File: src/rtl/scope_pkg.sv
// rtl/scope_pkg.sv - shared sample/peak widths, window FSM states and magnitude scaling
package scope_pkg;

    localparam int SAMPLE_W = 12;
    localparam int PEAK_W   = 12;

    // FILL: collecting a window. EMIT: the single cycle carrying a column.
    typedef enum logic {
        FILL = 1'b0,
        EMIT = 1'b1
    } win_state_t;

    // |s| doubled and saturated to the 12-bit peak range.
    // -2048 has magnitude 2048, which is the only value with bit 11 set
    // after negation; any magnitude >= 2048 saturates to 4095.
    function automatic logic [PEAK_W-1:0] abs_scale12(input logic [SAMPLE_W-1:0] s);
        logic [SAMPLE_W-1:0] mag;
        mag = s[SAMPLE_W-1] ? (~s + SAMPLE_W'(1)) : s;
        if (mag[SAMPLE_W-1]) begin
            return '1;
        end
        return {mag[SAMPLE_W-2:0], 1'b0};
    endfunction

endpackage

File: src/rtl/peak_hold_decay.sv
// rtl/peak_hold_decay.sv - peak-hold register with exponential decay
//
// Ports:
//   data_clk  clock, rising edge
//   reset_n   synchronous active-low reset
//   clear     synchronous clear of the hold register (run control low)
//   strobe    window close; result is captured into hold
//   wp        peak of the window being closed
//   result    combinational column value: wp, or max(wp, decayed hold)
//   hold      current hold level
module peak_hold_decay
    import scope_pkg::*;
#(
    parameter int DECAY_SHIFT = 4
) (
    input  logic              data_clk,
    input  logic              reset_n,
    input  logic              clear,
    input  logic              strobe,
    input  logic [PEAK_W-1:0] wp,
    output logic [PEAK_W-1:0] result,
    output logic [PEAK_W-1:0] hold
);

    logic [PEAK_W-1:0] decayed;

    // hold>>DECAY_SHIFT never exceeds hold, so this cannot underflow.
    // Small holds shift to 0 and stop decaying; that floor is intended.
    assign decayed = hold - (hold >> DECAY_SHIFT);

    always_comb begin
        result = wp;
        if (DECAY_SHIFT != 0 && decayed > wp) begin
            result = decayed;
        end
    end

    always_ff @(posedge data_clk) begin
        if (!reset_n) begin
            hold <= '0;
        end else if (clear) begin
            hold <= '0;
        end else if (strobe && DECAY_SHIFT != 0) begin
            hold <= result;
        end
    end

endmodule

File: src/rtl/peak_window_source.sv
// rtl/peak_window_source.sv - reduces WINDOW accepted ADC samples to one peak column strobe
//
// Ports:
//   data_clk      clock, rising edge
//   reset_n       synchronous active-low reset
//   enable        run control; low clears window and hold state
//   sample_data   signed 12-bit ADC sample
//   sample_valid  sample_data is accepted when enable is also high
//   source_data   unsigned scaled peak of the last closed window (held)
//   source_valid  one-cycle strobe per closed window
//   overrange     sticky: a full-scale sample (-2048 or +2047) was accepted
module peak_window_source
    import scope_pkg::*;
#(
    parameter int WINDOW      = 1024,
    parameter int CNT_W       = 16,
    parameter int DECAY_SHIFT = 4
) (
    input  logic                data_clk,
    input  logic                reset_n,
    input  logic                enable,
    input  logic [SAMPLE_W-1:0] sample_data,
    input  logic                sample_valid,
    output logic [PEAK_W-1:0]   source_data,
    output logic                source_valid,
    output logic                overrange
);

    localparam logic [CNT_W-1:0]    LAST     = CNT_W'(WINDOW - 1);
    localparam logic [SAMPLE_W-1:0] FS_NEG   = 12'h800;
    localparam logic [SAMPLE_W-1:0] FS_POS   = 12'h7FF;

    win_state_t        state;
    logic [CNT_W-1:0]  count;
    logic [PEAK_W-1:0] win_peak;
    logic [PEAK_W-1:0] scaled;
    logic [PEAK_W-1:0] peak_next;
    logic [PEAK_W-1:0] result;
    logic [PEAK_W-1:0] unused_hold;
    logic              accept;
    logic              closing;

    assign accept  = enable & sample_valid;
    assign closing = accept && (count == LAST);
    assign scaled  = abs_scale12(sample_data);

    // The first sample of a window loads directly so the previous window's
    // peak never leaks forward. On the closing sample this is the window peak.
    assign peak_next = (count == '0 || scaled > win_peak) ? scaled : win_peak;

    // Hold level is visible on the sub-module for probing; the column value
    // is all the display needs.
    peak_hold_decay #(
        .DECAY_SHIFT (DECAY_SHIFT)
    ) u_hold (
        .data_clk (data_clk),
        .reset_n  (reset_n),
        .clear    (~enable),
        .strobe   (closing),
        .wp       (peak_next),
        .result   (result),
        .hold     (unused_hold)
    );

    always_ff @(posedge data_clk) begin
        if (!reset_n) begin
            state        <= FILL;
            count        <= '0;
            win_peak     <= '0;
            source_data  <= '0;
            source_valid <= 1'b0;
            overrange    <= 1'b0;
        end else begin
            source_valid <= 1'b0;

            if (accept && (sample_data == FS_NEG || sample_data == FS_POS)) begin
                overrange <= 1'b1;
            end

            if (!enable) begin
                count    <= '0;
                win_peak <= '0;
            end else if (accept) begin
                win_peak <= peak_next;
                count    <= closing ? '0 : count + CNT_W'(1);
            end

            // Accumulation continues during EMIT; since WINDOW >= 2 and the
            // count has just wrapped, a close cannot land in the EMIT cycle.
            case (state)
                FILL: begin
                    if (closing) begin
                        state        <= EMIT;
                        source_valid <= 1'b1;
                        source_data  <= result;
                    end
                end
                EMIT: begin
                    state <= FILL;
                end
                default: begin
                    state <= FILL;
                end
            endcase
        end
    end

endmodule

File: config.mk
export PLATFORM = sky130hd
export DESIGN_NAME = peak_window_source
export DESIGN_NICKNAME = d
export VERILOG_FILES = /design/src/rtl/scope_pkg.sv /design/src/rtl/peak_hold_decay.sv /design/src/rtl/peak_window_source.sv
export SDC_FILE = /design/constraint.sdc
export NUM_CORES = 1
export LEC_CHECK = 0
export BUFFER_PORTS_ARGS = -buffer_cell sky130_fd_sc_hd__buf_2
export CAP_MARGIN = 20
export CORE_MARGIN = 2
export CORE_UTILIZATION = 61
export DETAILED_ROUTE_END_ITERATION = 16
export PLACE_DENSITY = 0.78
export SYNTH_ARGS = -nofsm -noshare
export SYNTH_HDL_FRONTEND = slang
export SYNTH_SLANG_ARGS = --single-unit
File: constraint.sdc
create_clock -name data_clk -period 8.45 [get_ports data_clk]
set_input_delay 2.535 -clock data_clk [delete_from_list [all_inputs] [get_ports data_clk]]
set_output_delay 2.535 -clock data_clk [all_outputs]
set_load 0.01 [all_outputs]
After elaboration in Yosys (flattened, before gate mapping). Index checks and enable logic that the tools add are counted.

Register bits after elaboration: 55. Bits of input ports: 16. Output and inout bits: 14. Word-level logic and storage cells: 36.

Add/subtract/negate cells: 3. Magnitude comparators: 2. Equality and inequality tests: 3. Multiplexer cells: 9. Bitwise operators: 4. Reduce and logical (&&, ||, !) cells: 8.

Operator list (count): two-way mux 12 bit (5); greater-than comparator 12 bit (2); adder 16 x 1 -> 16 bit (second input constant) (1); equality test 16 x 10 -> 1 bit (second input constant) (1); logical NOT 16 bit (1); two-way mux 16 bit (1); adder 12 x 1 -> 12 bit (second input constant) (1); equality test 12 x 11 -> 1 bit (second input constant) (1); equality test 12 bit (second input constant) (1); NOT 12 bit (1); subtractor 12 x 8 -> 12 bit (1); AND reduction 2 bit (2); logical AND 1 bit (2); logical OR 1 bit (2); two-way mux 1 bit (2); NOT 1 bit (2); case mux 1 bit (2 select lines) (1); OR reduction 2 bit (1); bitwise AND 1 bit (1).

Logic depth before layout (Yosys ltp). Gate-level depths: netlist of run 1.

Depth in word-level cells: 10. Mapped depth: 23. Mapped depth without buffers: 22.

Cells and area by module. From an unflattened synthesis of run 1, not the netlist that was laid out.

Cell total of the unflattened synthesis: 500. Area total of the unflattened synthesis: 4030.1 µm².

By module, submodules not included: peak_window_source (times used 1, cells each 320, area an instance 2578.7 µm², seq. area each 840.8 µm²); peak_hold_decay (times used 1, cells each 180, area an instance 1451.4 µm², seq. area each 240.2 µm²).

Worst setup path after synthesis of run 1. No wires, ideal clock.

Path kind: in2reg. Start point: in sample_data[0]. End point: reg u_hold.hold[7]. Library setup time: 0.134 ns. Data arrival time: 6.675 ns. Data required time: 8.316 ns. Slack: 1.642 ns. Cell stages on the path: 22. Buffers on the path: 1. Path through: inv_1 -> ha_1 -> nor3b_1 -> a21o_1 -> xor2_1 -> nand2_1 -> ha_1 -> a21oi_1 -> o21ai_1 -> and2_4 -> o41a_4 -> nor2_8 -> mux2i_1 -> ha_1 -> nand3_1 -> nor3_1 -> and2_1 -> a221oi_1 -> or2_1 -> buf_2 -> mux2i_4 -> a211oi_1.

Word-level cells in the longest chain between the ends: 10.

RTL lines: start: declaration (line peak_window_source.sv:22) `input logic [SAMPLE_W-1:0] sample_data,`; NOT 12 bit (line scope_pkg.sv:18) `mag = s[SAMPLE_W-1] ? (~s + SAMPLE_W'(1)) : s;`; adder 12 x 1 -> 12 bit (line scope_pkg.sv:18); two-way mux 12 bit (*) (line scope_pkg.sv:18); two-way mux 1 bit (line scope_pkg.sv:19) `if (mag[SAMPLE_W-1]) begin`; two-way mux 12 bit (*) (line scope_pkg.sv:22) `return {mag[SAMPLE_W-2:0], 1'b0};`; greater-than comparator 12 bit (line peak_window_source.sv:49) `assign peak_next = (count == '0 || scaled > win_peak) ? scaled : win_peak;`; logical OR 1 bit (line peak_window_source.sv:49); two-way mux 12 bit (*) (line peak_window_source.sv:49); greater-than comparator 12 bit (line peak_hold_decay.sv:33) `if (DECAY_SHIFT != 0 && decayed > wp) begin`; two-way mux 12 bit (*) (line peak_hold_decay.sv:33); end signal: assignment (line peak_hold_decay.sv:44) `hold <= result;`; end: declaration (line peak_hold_decay.sv:22) `output logic [PEAK_W-1:0] hold`.

Every way passes the cells marked *; elsewhere a longest branch is shown, timed or not. A chain may end at the register's enable or synchronous reset.

Final worst setup path of run 1.
Start point: in sample_data[2]. End point: reg u_hold.hold[5].

Same word-level chain as after synthesis.

==> impl_metrics.json, run 1 <==
{
  "timing.setup.critical_path_class": "in2reg",
  "area.growth.synth_to_final_pct": 7.84,
  "io_buffer_count": 29,
  "mappedNetlistNets": 523,
  "post-synth-top-area-fraction_pct": 27.7,
  "highest_clock_rate_mhz": 135,
  "maxCapViolations": 0,
  "category_of_the_worst_setup_path_capture_point": "register",
  "clk_root_buffer_cell": "sky130_fd_sc_hd__clkbuf_8",
  "routed-via-count": 3508,
  "die-area_um2": 7060,
  "globalRoute.totalOverflow": 0,
  "hold_buffers": 0,
  "count_of_mapped_cells_out_of_synthesis": 470,
  "globalRouteMet1Util_pct": 33.4,
  "firstDrtPassIters": 4,
  "grtUsageTotal_pct": 26.9,
  "crit_path_end": "u_hold.hold[5]",
  "design.core.area_um2": 6280,
  "worst_setup_path_startpoint": "sample_data[2]",
  "detail_route.wl_per_cell_um": 16.1,
  "route.final.wire_length_um": 9170,
  "rows": 29,
  "detailedPlacementHpwl_um": 7270,
  "slowest_delay_ns": 0.52,
  "die_w_um": 84.1,
  "worst-r2r-cell-count": 16,
  "timing.critical_path.slowest_stage_cell": "sky130_fd_sc_hd__o41a_4",
  "synth_enable_flop_cells": 0,
  "static-leakage-power_nw": 1.70,
  "pin_count": 30,
  "floorplan.initialDensity_pct": 62.3,
  "fin_skew_ns": 0.0135,
  "crit_buf_inv": 1,
  "worst_skew_pair.late_latency_ns": 0.31,
  "worst_setup_path_start_kind": "input pin",
  "p_per_area_nw_per_um2": 127,
  "status": "finished, final reports clean",
  "count_of_antenna_violating_nets_left_after_detailed_routing": 0,
  "netlist_top_cells_area": "sky130_fd_sc_hd__dfxtp_1 (28%), sky130_fd_sc_hd__ha_1 (12%), sky130_fd_sc_hd__nor2_1 (4.1%)",
  "tightestPinTransition_ns": 0.713,
  "critical_path.reg2reg.startpoint": "win_peak[7]",
  "hold_ws_ns": 0.453,
  "synthesis.yosys.warnings": 0,
  "critical_path_cell_count": 19,
  "global_route_wire_length_before_repair_um": 15900,
  "syn-cell-area_um2": 3910,
  "min_period_over_period_pct": 87.4,
  "global_route.usage.met3_pct": 3.66,
  "seq_area_frac_synth_pct": 27.7,
  "setup-violations-final": 0,
  "worst_ep_required_time_ns": 8.62,
  "timing.critical_path.fanout_max": 11,
  "dr_drc_count": 0,
  "layout_min_cycle_time_ns": 7.39,
  "finalNetCount": 545,
  "unrepaired_setup_endpoints_after_global_routing": "no",
  "cts_tree": "built",
  "maxSlewHeadroom_pct": 52.4,
  "clock_tree_sinks": 54,
  "globalRouteMet2Util_pct": 47.4,
  "hold_viol": 0,
  "grt_pass1_vias": 3466,
  "vias_per_cell": 6.15,
  "timing.hold.worst.start": "source_data[7]",
  "cp.arrival_ns": 7.56,
  "synth_seq_cells": 54,
  "critical-path-top-delay-family": "simple AND/OR/NAND/NOR gates",
  "globalRoute.busiestLayer": "met2",
  "grt_start_max_net_pins": 22,
  "hold_class": "reg2reg",
  "r2r-end": "u_hold.hold[5]",
  "worst-r2r-setup-slack_ns": 4.15,
  "antenna_cells": 0,
  "final.setup.tns_ns": 0,
  "post-cts-setup-buffer-count": 0,
  "cts-buffers-inserted": 5,
  "drive_gt1_share_pct": 13.0,
  "htreeDepth": 2,
  "post_synth.cell_area_avg_um2": 8.32,
  "first_iter_violations": 144,
  "clock_tree.buffer_depth": 2,
  "antenna_violations_before_repair": 0,
  "die_height_um": 84.1,
  "synthMostInstantiatedCell": "sky130_fd_sc_hd__dfxtp_1",
  "post_cts_resized": 0,
  "peakVddDrop_mv": 0.104,
  "synth_largest_area_cell": "sky130_fd_sc_hd__dfxtp_1",
  "synthDistinctLibCells": 70,
  "postSynth.topFlopCell": "sky130_fd_sc_hd__dfxtp_1",
  "synth_commonest_cells": "sky130_fd_sc_hd__dfxtp_1 (54), sky130_fd_sc_hd__nor2_1 (43), sky130_fd_sc_hd__ha_1 (36), sky130_fd_sc_hd__inv_1 (35), sky130_fd_sc_hd__nand2_1 (27)",
  "slew_viol_final": 0,
  "critical_path.cell_chain": "buf_2, nor3_1, nand4_1, nand3_1, ha_1, a21oi_1, o21ai_1, and2_4, o41a_4, nor2_8, mux2i_1, ha_1, nand3_1, nor3_1, and2_1, a221oi_1, or2_1, mux2i_1, a211oi_1",
  "place.gp.congestion": 0.935,
  "clk_pin_slew_ns": 0.10,
  "asyncSetResetFlopFracSynth_pct": 0
}
-- power breakdown --
group,internal [mW],leakage (nW),switching (mW)
sequential,0.257,0.436,0.00202
clock,0.0976,0.0618,0.0867
combinational,0.0349,1.20,0.0566
total,0.389,1.70,0.145
-- placed cells by master (no fill, tap or decap), types with 3 or more instances in the layout --
master and count:
sky130_fd_sc_hd__a31oi_1 4, sky130_fd_sc_hd__or3_1 9, sky130_fd_sc_hd__dfxtp_1 54, sky130_fd_sc_hd__and3_1 8
sky130_fd_sc_hd__a21o_1 4, sky130_fd_sc_hd__and4_1 4, sky130_fd_sc_hd__ha_1 36, sky130_fd_sc_hd__nor2_1 43
sky130_fd_sc_hd__nor3_1 9, sky130_fd_sc_hd__o21ai_0 14, sky130_fd_sc_hd__nor2b_1 5, sky130_fd_sc_hd__a21oi_1 25
sky130_fd_sc_hd__o31ai_1 3, sky130_fd_sc_hd__mux2i_1 10, sky130_fd_sc_hd__o211ai_1 10, sky130_fd_sc_hd__nand4_1 16
sky130_fd_sc_hd__buf_2 29, sky130_fd_sc_hd__inv_1 35, sky130_fd_sc_hd__o21a_1 4, sky130_fd_sc_hd__nand2_1 27
sky130_fd_sc_hd__xor2_1 12, sky130_fd_sc_hd__and2_1 5, sky130_fd_sc_hd__o21ai_1 15, sky130_fd_sc_hd__xnor2_1 14
sky130_fd_sc_hd__nand2b_1 5, sky130_fd_sc_hd__clkbuf_8 6, sky130_fd_sc_hd__a32oi_1 8, sky130_fd_sc_hd__nand3_1 26
-- cell families after synthesis --
kind of cell / synth area share, %
AND/OR/NAND/NOR: 25.0
AO/OA/AOI/OAI: 21.2
flip-flops: 27.7
buffers and inverters: 5.09
adder cells (fa/ha/maj): 12.0
XOR/XNOR: 5.83
multiplexers: 3.14
-- layout make-up --
class,instances,area (µm²)
well taps,77,96.3
repair buffers,30,153
clock inverters,2,38.8
inverters,36,135
multi-input cells,365,2630
clock buffers,6,82.6
flip-flops and latches,54,1080
fillers,546,2060
-- metrics by stage --
step | instance area, µm² | power (mW) | std cells | worst slack, ns | util (%)
after global placement | 4090 | 0.353 | 562 | 0.948 | 65.2
final | 4220 | 0.535 | 570 | 1.06 | 67.2
after CTS | 4220 | 0.537 | 570 | 1.08 | 67.2
after global routing | 4220 | 0.560 | 570 | 0.639 | 67.2
after detailed placement | 4090 | 0.356 | 562 | 0.768 | 65.2
after floorplan | 3910 | 0.332 | 470 | 1.64 | -
-- flip-flops by register name, summed over array words and instances, names as in the netlist --
name and count:
source_data 12, overrange 1, source_valid 1, win_peak 12, count 16, u_hold.hold 12
-- metal layers --
layer / part of all wire (%) / routed length (µm)
met4: 1.6 / 148
met3: 4.1 / 372
met1: 44 / 4010
met5: 0 / 0
met2: 51 / 4640
-- tightest hold or removal path, stage by stage, from the launching register on --
cell and delay [ns]:
sky130_fd_sc_hd__dfxtp_1 0.32, sky130_fd_sc_hd__nand2_1 0.05, sky130_fd_sc_hd__o21ai_1 0.05
-- worst min-delay path by stage --
stage / depth (start not counted) / end
2_1_floorplan: 2 / win_peak[5]
3_3_place_gp: 2 / source_data[5]
3_5_place_dp: 2 / source_data[7]
4_1_cts: 2 / source_data[7]
5_1_grt: 2 / source_data[7]
6_report: 2 / source_data[7]
(Power assumes the default switching activity.)
==> run 2: changes to the inputs <==
--- a/config.mk
+++ b/config.mk
@@ -9,7 +9,8 @@
 export CAP_MARGIN = 20
 export CORE_MARGIN = 2
-export CORE_UTILIZATION = 61
+export CORE_UTILIZATION = 63
+export CTS_BUF_LIST = sky130_fd_sc_hd__clkbuf_2 sky130_fd_sc_hd__clkbuf_4 sky130_fd_sc_hd__clkbuf_8
 export DETAILED_ROUTE_END_ITERATION = 16
-export PLACE_DENSITY = 0.78
+export PLACE_DENSITY = 0.8
 export SYNTH_ARGS = -nofsm -noshare
 export SYNTH_HDL_FRONTEND = slang
==> constraint.sdc (replaced) <==
create_clock -name data_clk -period 8.45 [get_ports data_clk]
set_input_delay 2.535 -clock data_clk [delete_from_list [all_inputs] [get_ports data_clk]]
set_output_delay 2.535 -clock data_clk [all_outputs]
set_load 0.005 [all_outputs]
==> run 2 against run 1 <==
Net effect:
- core utilization grew 2.8 points
- clock-buffer cell count shrank 1
- via count grew 0.60%
- critical endpoint is now u_hold.hold[9]
- highest routed layer unchanged
==> impl_metrics.json, run 2 (synthesized netlist as in run 1, its figures left out) <==
{
  "worst_ep_required_time_ns": 8.66,
  "place.gp.congestion": 0.851,
  "min_period_over_period_pct": 89.1,
  "globalRoute.totalOverflow": 0,
  "layout_min_cycle_time_ns": 7.53,
  "timing.critical_path.fanout_max": 17,
  "clk_pin_slew_ns": 0.10,
  "sequential_cell_area_um2": 1080,
  "p_per_area_nw_per_um2": 118,
  "critical_path.cell_chain": "buf_2, nor3_1, nand4_1, nand3_1, ha_1, a21oi_1, o21ai_1, and2_4, o41a_4, nor2_8, mux2i_1, ha_1, a21oi_1, o211a_1, o21ai_1, a221oi_1, nor2_1, nor2_1, o21a_1",
  "clock_tree.buffer_depth": 2,
  "vias_per_cell": 6.23,
  "hold_class": "reg2reg",
  "peakVddDrop_mv": 0.0892,
  "cp.arrival_ns": 7.74,
  "hold_viol": 0,
  "detail_route.wl_per_cell_um": 16.2,
  "tightestPinTransition_ns": 1.04,
  "status": "finished, final reports clean",
  "post-cts-setup-buffer-count": 0,
  "design.core.area_um2": 5960,
  "antenna_violations_before_repair": 0,
  "grt_start_max_net_pins": 22,
  "slew_viol_final": 0,
  "worst_skew_pair.late_latency_ns": 0.30,
  "area.growth.synth_to_final_pct": 6.59,
  "antenna_cells": 0,
  "clock_tree_sinks": 54,
  "highest_clock_rate_mhz": 133,
  "final_core_utilization_pct": 70.0,
  "largest_register_ffs": 16,
  "unrepaired_setup_endpoints_after_global_routing": "no",
  "die_w_um": 82.8,
  "hold_ws_ns": 0.453,
  "setup-violations-final": 0,
  "cts-buffers-inserted": 5,
  "htreeDepth": 2,
  "worst_setup_path_start_kind": "input pin",
  "finalNetCount": 544,
  "maxSlewHeadroom_pct": 30.5,
  "drive_gt1_share_pct": 12.6,
  "timing.setup.critical_path_class": "in2reg",
  "reg_with_most_ffs": "count",
  "io_buffer_count": 29,
  "floorplan.initialDensity_pct": 65.6,
  "firstDrtPassIters": 4,
  "post_cts_resized": 0,
  "grt_pass1_vias": 3240,
  "cts_tree": "built",
  "route.final.wire_length_um": 9160,
  "static-leakage-power_nw": 1.67,
  "die-area_um2": 6850,
  "fin_skew_ns": 0.0102,
  "detailedPlacementHpwl_um": 7270,
  "hold_buffers": 0,
  "global_route_wire_length_before_repair_um": 14900,
  "final.setup.tns_ns": 0,
  "die_height_um": 82.8,
  "rows": 28,
  "clk_root_buffer_cell": "sky130_fd_sc_hd__clkbuf_8",
  "grtUsageTotal_pct": 28.2,
  "pin_count": 30,
  "highest_count_cells_in_the_layout_ignoring_fill_and_taps": "sky130_fd_sc_hd__dfxtp_1 (54), sky130_fd_sc_hd__nor2_1 (43), sky130_fd_sc_hd__ha_1 (36)",
  "routed-via-count": 3529,
  "n_fill_cell": 519,
  "timing.critical_path.slowest_stage_cell": "sky130_fd_sc_hd__nor2_1",
  "maxCapViolations": 0,
  "area_of_combinational_cells_with_multiple_inputs_um2": 2630,
  "category_of_the_worst_setup_path_capture_point": "register",
  "count_of_antenna_violating_nets_left_after_detailed_routing": 0,
  "slowest_delay_ns": 0.81,
  "layout_commonest_cell": "sky130_fd_sc_hd__dfxtp_1",
  "first_iter_violations": 153,
  "dr_drc_count": 0
}
run 2: changes by cell type in the layout (fill, tap and decap cells not counted):
cell / change
sky130_fd_sc_hd__buf_4: -1
sky130_fd_sc_hd__bufinv_16: -1
sky130_fd_sc_hd__clkbuf_8: -1
sky130_fd_sc_hd__clkinv_2: +1
run 2: layer usage:
| layer | track usage (%) | wire [µm] | up-vias |
|---|---|---|---|
| met4 | 10.7 | 201 | 0 |
| met5 | 0 | 0 | - |
| met3 | 4.02 | 305 | 18 |
| met1 | 34.5 | 4130 | 1675 |
| met2 | 50.0 | 4520 | 79 |
| li1 | - | - | 1757 |
run 2: area by class of cell:
type,instances,area share [%]
timing repair buffer,29,3.48
clock inverter,2,0.330
tap,75,2.25
multi-input combinational,365,63.1
sequential,54,25.9
inverter,36,3.24
clock buffer,5,1.65
run 2: per-stage QoR:
step	instances	power, mW	setup slack [ns]	instance area, µm²
2_1_floorplan	470	0.332	1.64	3910
3_3_place_gp	559	0.353	0.935	4080
3_5_place_dp	559	0.356	0.676	4080
4_1_cts	566	0.494	0.994	4170
5_1_grt	566	0.514	0.485	4170
6_report	566	0.493	0.918	4170
run 2: worst paths after layout:
| path | start | end | slack (ns) | cells after the start |
|---|---|---|---|---|
| worst max register to register | win_peak[7] | u_hold.hold[9] | 4.04 | 16 |
| worst max-delay path | sample_data[6] | u_hold.hold[9] | 0.92 | 19 |
| worst min-delay path | source_data[7] | source_data[7] | 0.45 | 2 |
| worst min register to register | source_data[7] | source_data[7] | 0.45 | 2 |
run 2: where the power goes:
part / leakage (nW) / internal, mW / switching (mW) / total [mW]
Sequential: 0.436 / 0.257 / 0.00207 / 0.259
Clock: 0.0444 / 0.0575 / 0.0843 / 0.142
Combinational: 1.19 / 0.0348 / 0.0573 / 0.0922
run 2: worst max-delay path: cells and delay by family:
family | cells | cell delay, ns
AND/OR/NAND/NOR | 7 | 2.61
AO/OA/AOI/OAI | 8 | 1.49
adder cells (fa/ha/maj) | 2 | 0.52
multiplexers | 1 | 0.43
buffers and inverters | 1 | 0.13
==> run 3: changes to the inputs <==
- CORE_UTILIZATION: 63 -> 62
- PLACE_DENSITY: 0.8 -> 0.79
- RECOVER_POWER: unset -> 25
==> run 3 against run 2 <==
Net effect:
- clock power hardly changed
- sequential power about the same
- register-to-register slack worse by 0.02 ns
- setup slack got worse by 0.077 ns
- total power increased by 0.26%
- routed wire length decreased by 1.4%
- clock-buffer cell count stayed put
- highest routed layer unchanged
==> impl_metrics.json, run 3 (synthesized netlist as in run 1, its figures left out) <==
{
  "status": "finished, final reports clean",
  "hold_class": "reg2reg",
  "critical_path.reg2reg.startpoint": "win_peak[7]",
  "largest_register_ffs": 16,
  "area.growth.synth_to_final_pct": 6.34,
  "worst_ep_required_time_ns": 8.66,
  "pin_count": 30,
  "timing.setup.critical_path_class": "in2reg",
  "detail_route.wl_per_cell_um": 16.0,
  "worst_setup_path_startpoint": "sample_data[4]",
  "final.setup.tns_ns": 0,
  "slew_viol_final": 0,
  "detailedPlacementHpwl_um": 7160,
  "p_per_area_nw_per_um2": 119,
  "final_core_utilization_pct": 69.4,
  "peakVddDrop_mv": 0.0879,
  "post-cts-setup-buffer-count": 0,
  "antenna_cells": 0,
  "dr_drc_count": 0,
  "maxCapViolations": 0,
  "hold_viol": 0,
  "cp.arrival_ns": 7.82,
  "drive_gt1_share_pct": 11.0,
  "floorplan.initialDensity_pct": 65.2,
  "min_period_over_period_pct": 90.0,
  "count_of_antenna_violating_nets_left_after_detailed_routing": 0,
  "timing.hold.worst.start": "source_data[5]",
  "routed-via-count": 3532,
  "grt_pass1_vias": 3394,
  "finalNetCount": 544,
  "grtUsageTotal_pct": 26.2,
  "static-leakage-power_nw": 1.64,
  "setup-violations-final": 0,
  "die_w_um": 83.4,
  "first_iter_violations": 141,
  "post_cts_resized": 0,
  "category_of_the_worst_setup_path_capture_point": "register",
  "net-switching-power_mw": 0.145,
  "p_comb_share_pct": 18.7,
  "clk_root_buffer_cell": "sky130_fd_sc_hd__clkbuf_8",
  "layout_min_cycle_time_ns": 7.61,
  "htreeDepth": 2,
  "route.final.wire_length_um": 9030,
  "seq_power_share_pct": 52.4,
  "design.core.area_um2": 5990,
  "worst_setup_path_start_kind": "input pin",
  "rows": 28,
  "clock_tree_sinks": 54,
  "die_height_um": 83.4,
  "grt_start_max_net_pins": 22,
  "antenna_violations_before_repair": 0,
  "globalRoute.totalOverflow": 0,
  "p_clk_share_pct": 28.9,
  "vias_per_cell": 6.24,
  "tightestPinTransition_ns": 1.08,
  "maxSlewHeadroom_pct": 28.0,
  "timing.critical_path.fanout_max": 17,
  "p_sw_share_pct": 29.3,
  "internal_power_mw": 0.349,
  "unrepaired_setup_endpoints_after_global_routing": "no",
  "cts_tree": "built",
  "clock_tree.buffer_depth": 2,
  "place.gp.congestion": 0.926,
  "global_route_wire_length_before_repair_um": 15400,
  "highest_count_cells_in_the_layout_ignoring_fill_and_taps": "sky130_fd_sc_hd__dfxtp_1 (54), sky130_fd_sc_hd__nor2_1 (43), sky130_fd_sc_hd__ha_1 (36)",
  "reg_with_most_ffs": "count",
  "fin_skew_ns": 0.00957,
  "io_buffer_count": 29,
  "layout.cell_area.non_filler_um2": 4160,
  "layout_commonest_cell": "sky130_fd_sc_hd__dfxtp_1",
  "firstDrtPassIters": 4,
  "die-area_um2": 6960,
  "worst_skew_pair.late_latency_ns": 0.31,
  "cts-buffers-inserted": 5,
  "clk_pin_slew_ns": 0.10,
  "postPlaceCellArea_um2": 4080,
  "highest_clock_rate_mhz": 131,
  "hold_buffers": 0
}
## run 3: cell types whose count changed in the layout (fill, tap and decap cells not counted)
cell                       previous run  this run
sky130_fd_sc_hd__clkbuf_1             0         8
sky130_fd_sc_hd__buf_2               29        21
## run 3: power by group through the flow
stage	Clock (mW)	Sequential, mW	Combinational (mW)
2_1_floorplan	0	0.264	0.0675
5_1_grt	0.154	0.259	0.103
3_3_place_gp	0	0.265	0.0882
4_1_cts	0.145	0.259	0.0918
3_5_place_dp	0	0.265	0.0913
6_report	0.143	0.259	0.0925
## run 3: per-stage QoR
stage / setup slack [ns] / hold slack (ns) / total power [mW] / cells
CTS: 0.987 / 0.465 / 0.496 / 566
detailed placement: 0.684 / 0.442 / 0.356 / 559
global placement: 0.921 / 0.436 / 0.353 / 559
finish: 0.841 / 0.458 / 0.494 / 566
global route: 0.258 / 0.496 / 0.517 / 566
floorplan: 1.64 / 0.446 / 0.332 / 470
## run 3: cell type report
cell class | count | area, µm²
Tap cell | 75 | 93.8
Clock buffer | 5 | 68.8
Sequential cell | 54 | 1080
Fill cell | 502 | 1830
Multi-Input combinational cell | 365 | 2630
Inverter | 36 | 135
Timing Repair Buffer | 29 | 135
Clock inverter | 2 | 13.8
## run 3: routing by layer
layer | share of wire (%) | vias to the layer above | global-route usage [%]
li1 | - | 1772 | -
met5 | 0 | - | 0
met3 | 3.9 | 18 | 3.18
met4 | 1.9 | 0 | 7.90
met1 | 46 | 1666 | 33.4
met2 | 49 | 76 | 46.2
## run 3: critical path: stages
cell and delay (ns):
sky130_fd_sc_hd__clkbuf_1 0.14, sky130_fd_sc_hd__nor3_1 0.52, sky130_fd_sc_hd__nand4_1 0.52, sky130_fd_sc_hd__nand3_1 0.26, sky130_fd_sc_hd__ha_1 0.27, sky130_fd_sc_hd__a21oi_1 0.14
sky130_fd_sc_hd__o21ai_1 0.11, sky130_fd_sc_hd__and2_4 0.18, sky130_fd_sc_hd__o41a_4 0.52, sky130_fd_sc_hd__nor2_8 0.20, sky130_fd_sc_hd__mux2i_1 0.44, sky130_fd_sc_hd__ha_1 0.22
sky130_fd_sc_hd__nand2_1 0.05, sky130_fd_sc_hd__nor3_1 0.23, sky130_fd_sc_hd__and2_1 0.16, sky130_fd_sc_hd__a221oi_1 0.09, sky130_fd_sc_hd__nor2_1 0.85, sky130_fd_sc_hd__nor2_1 0.16
sky130_fd_sc_hd__o21a_1 0.23
## run 3: final timing paths
check / slack (ns) / to / depth (start not counted)
hold reg to reg: 0.46 / source_data[5] / 2
setup reg to reg: 4.02 / u_hold.hold[9] / 16
setup / recovery: 0.84 / u_hold.hold[9] / 19
hold / removal: 0.46 / source_data[5] / 2
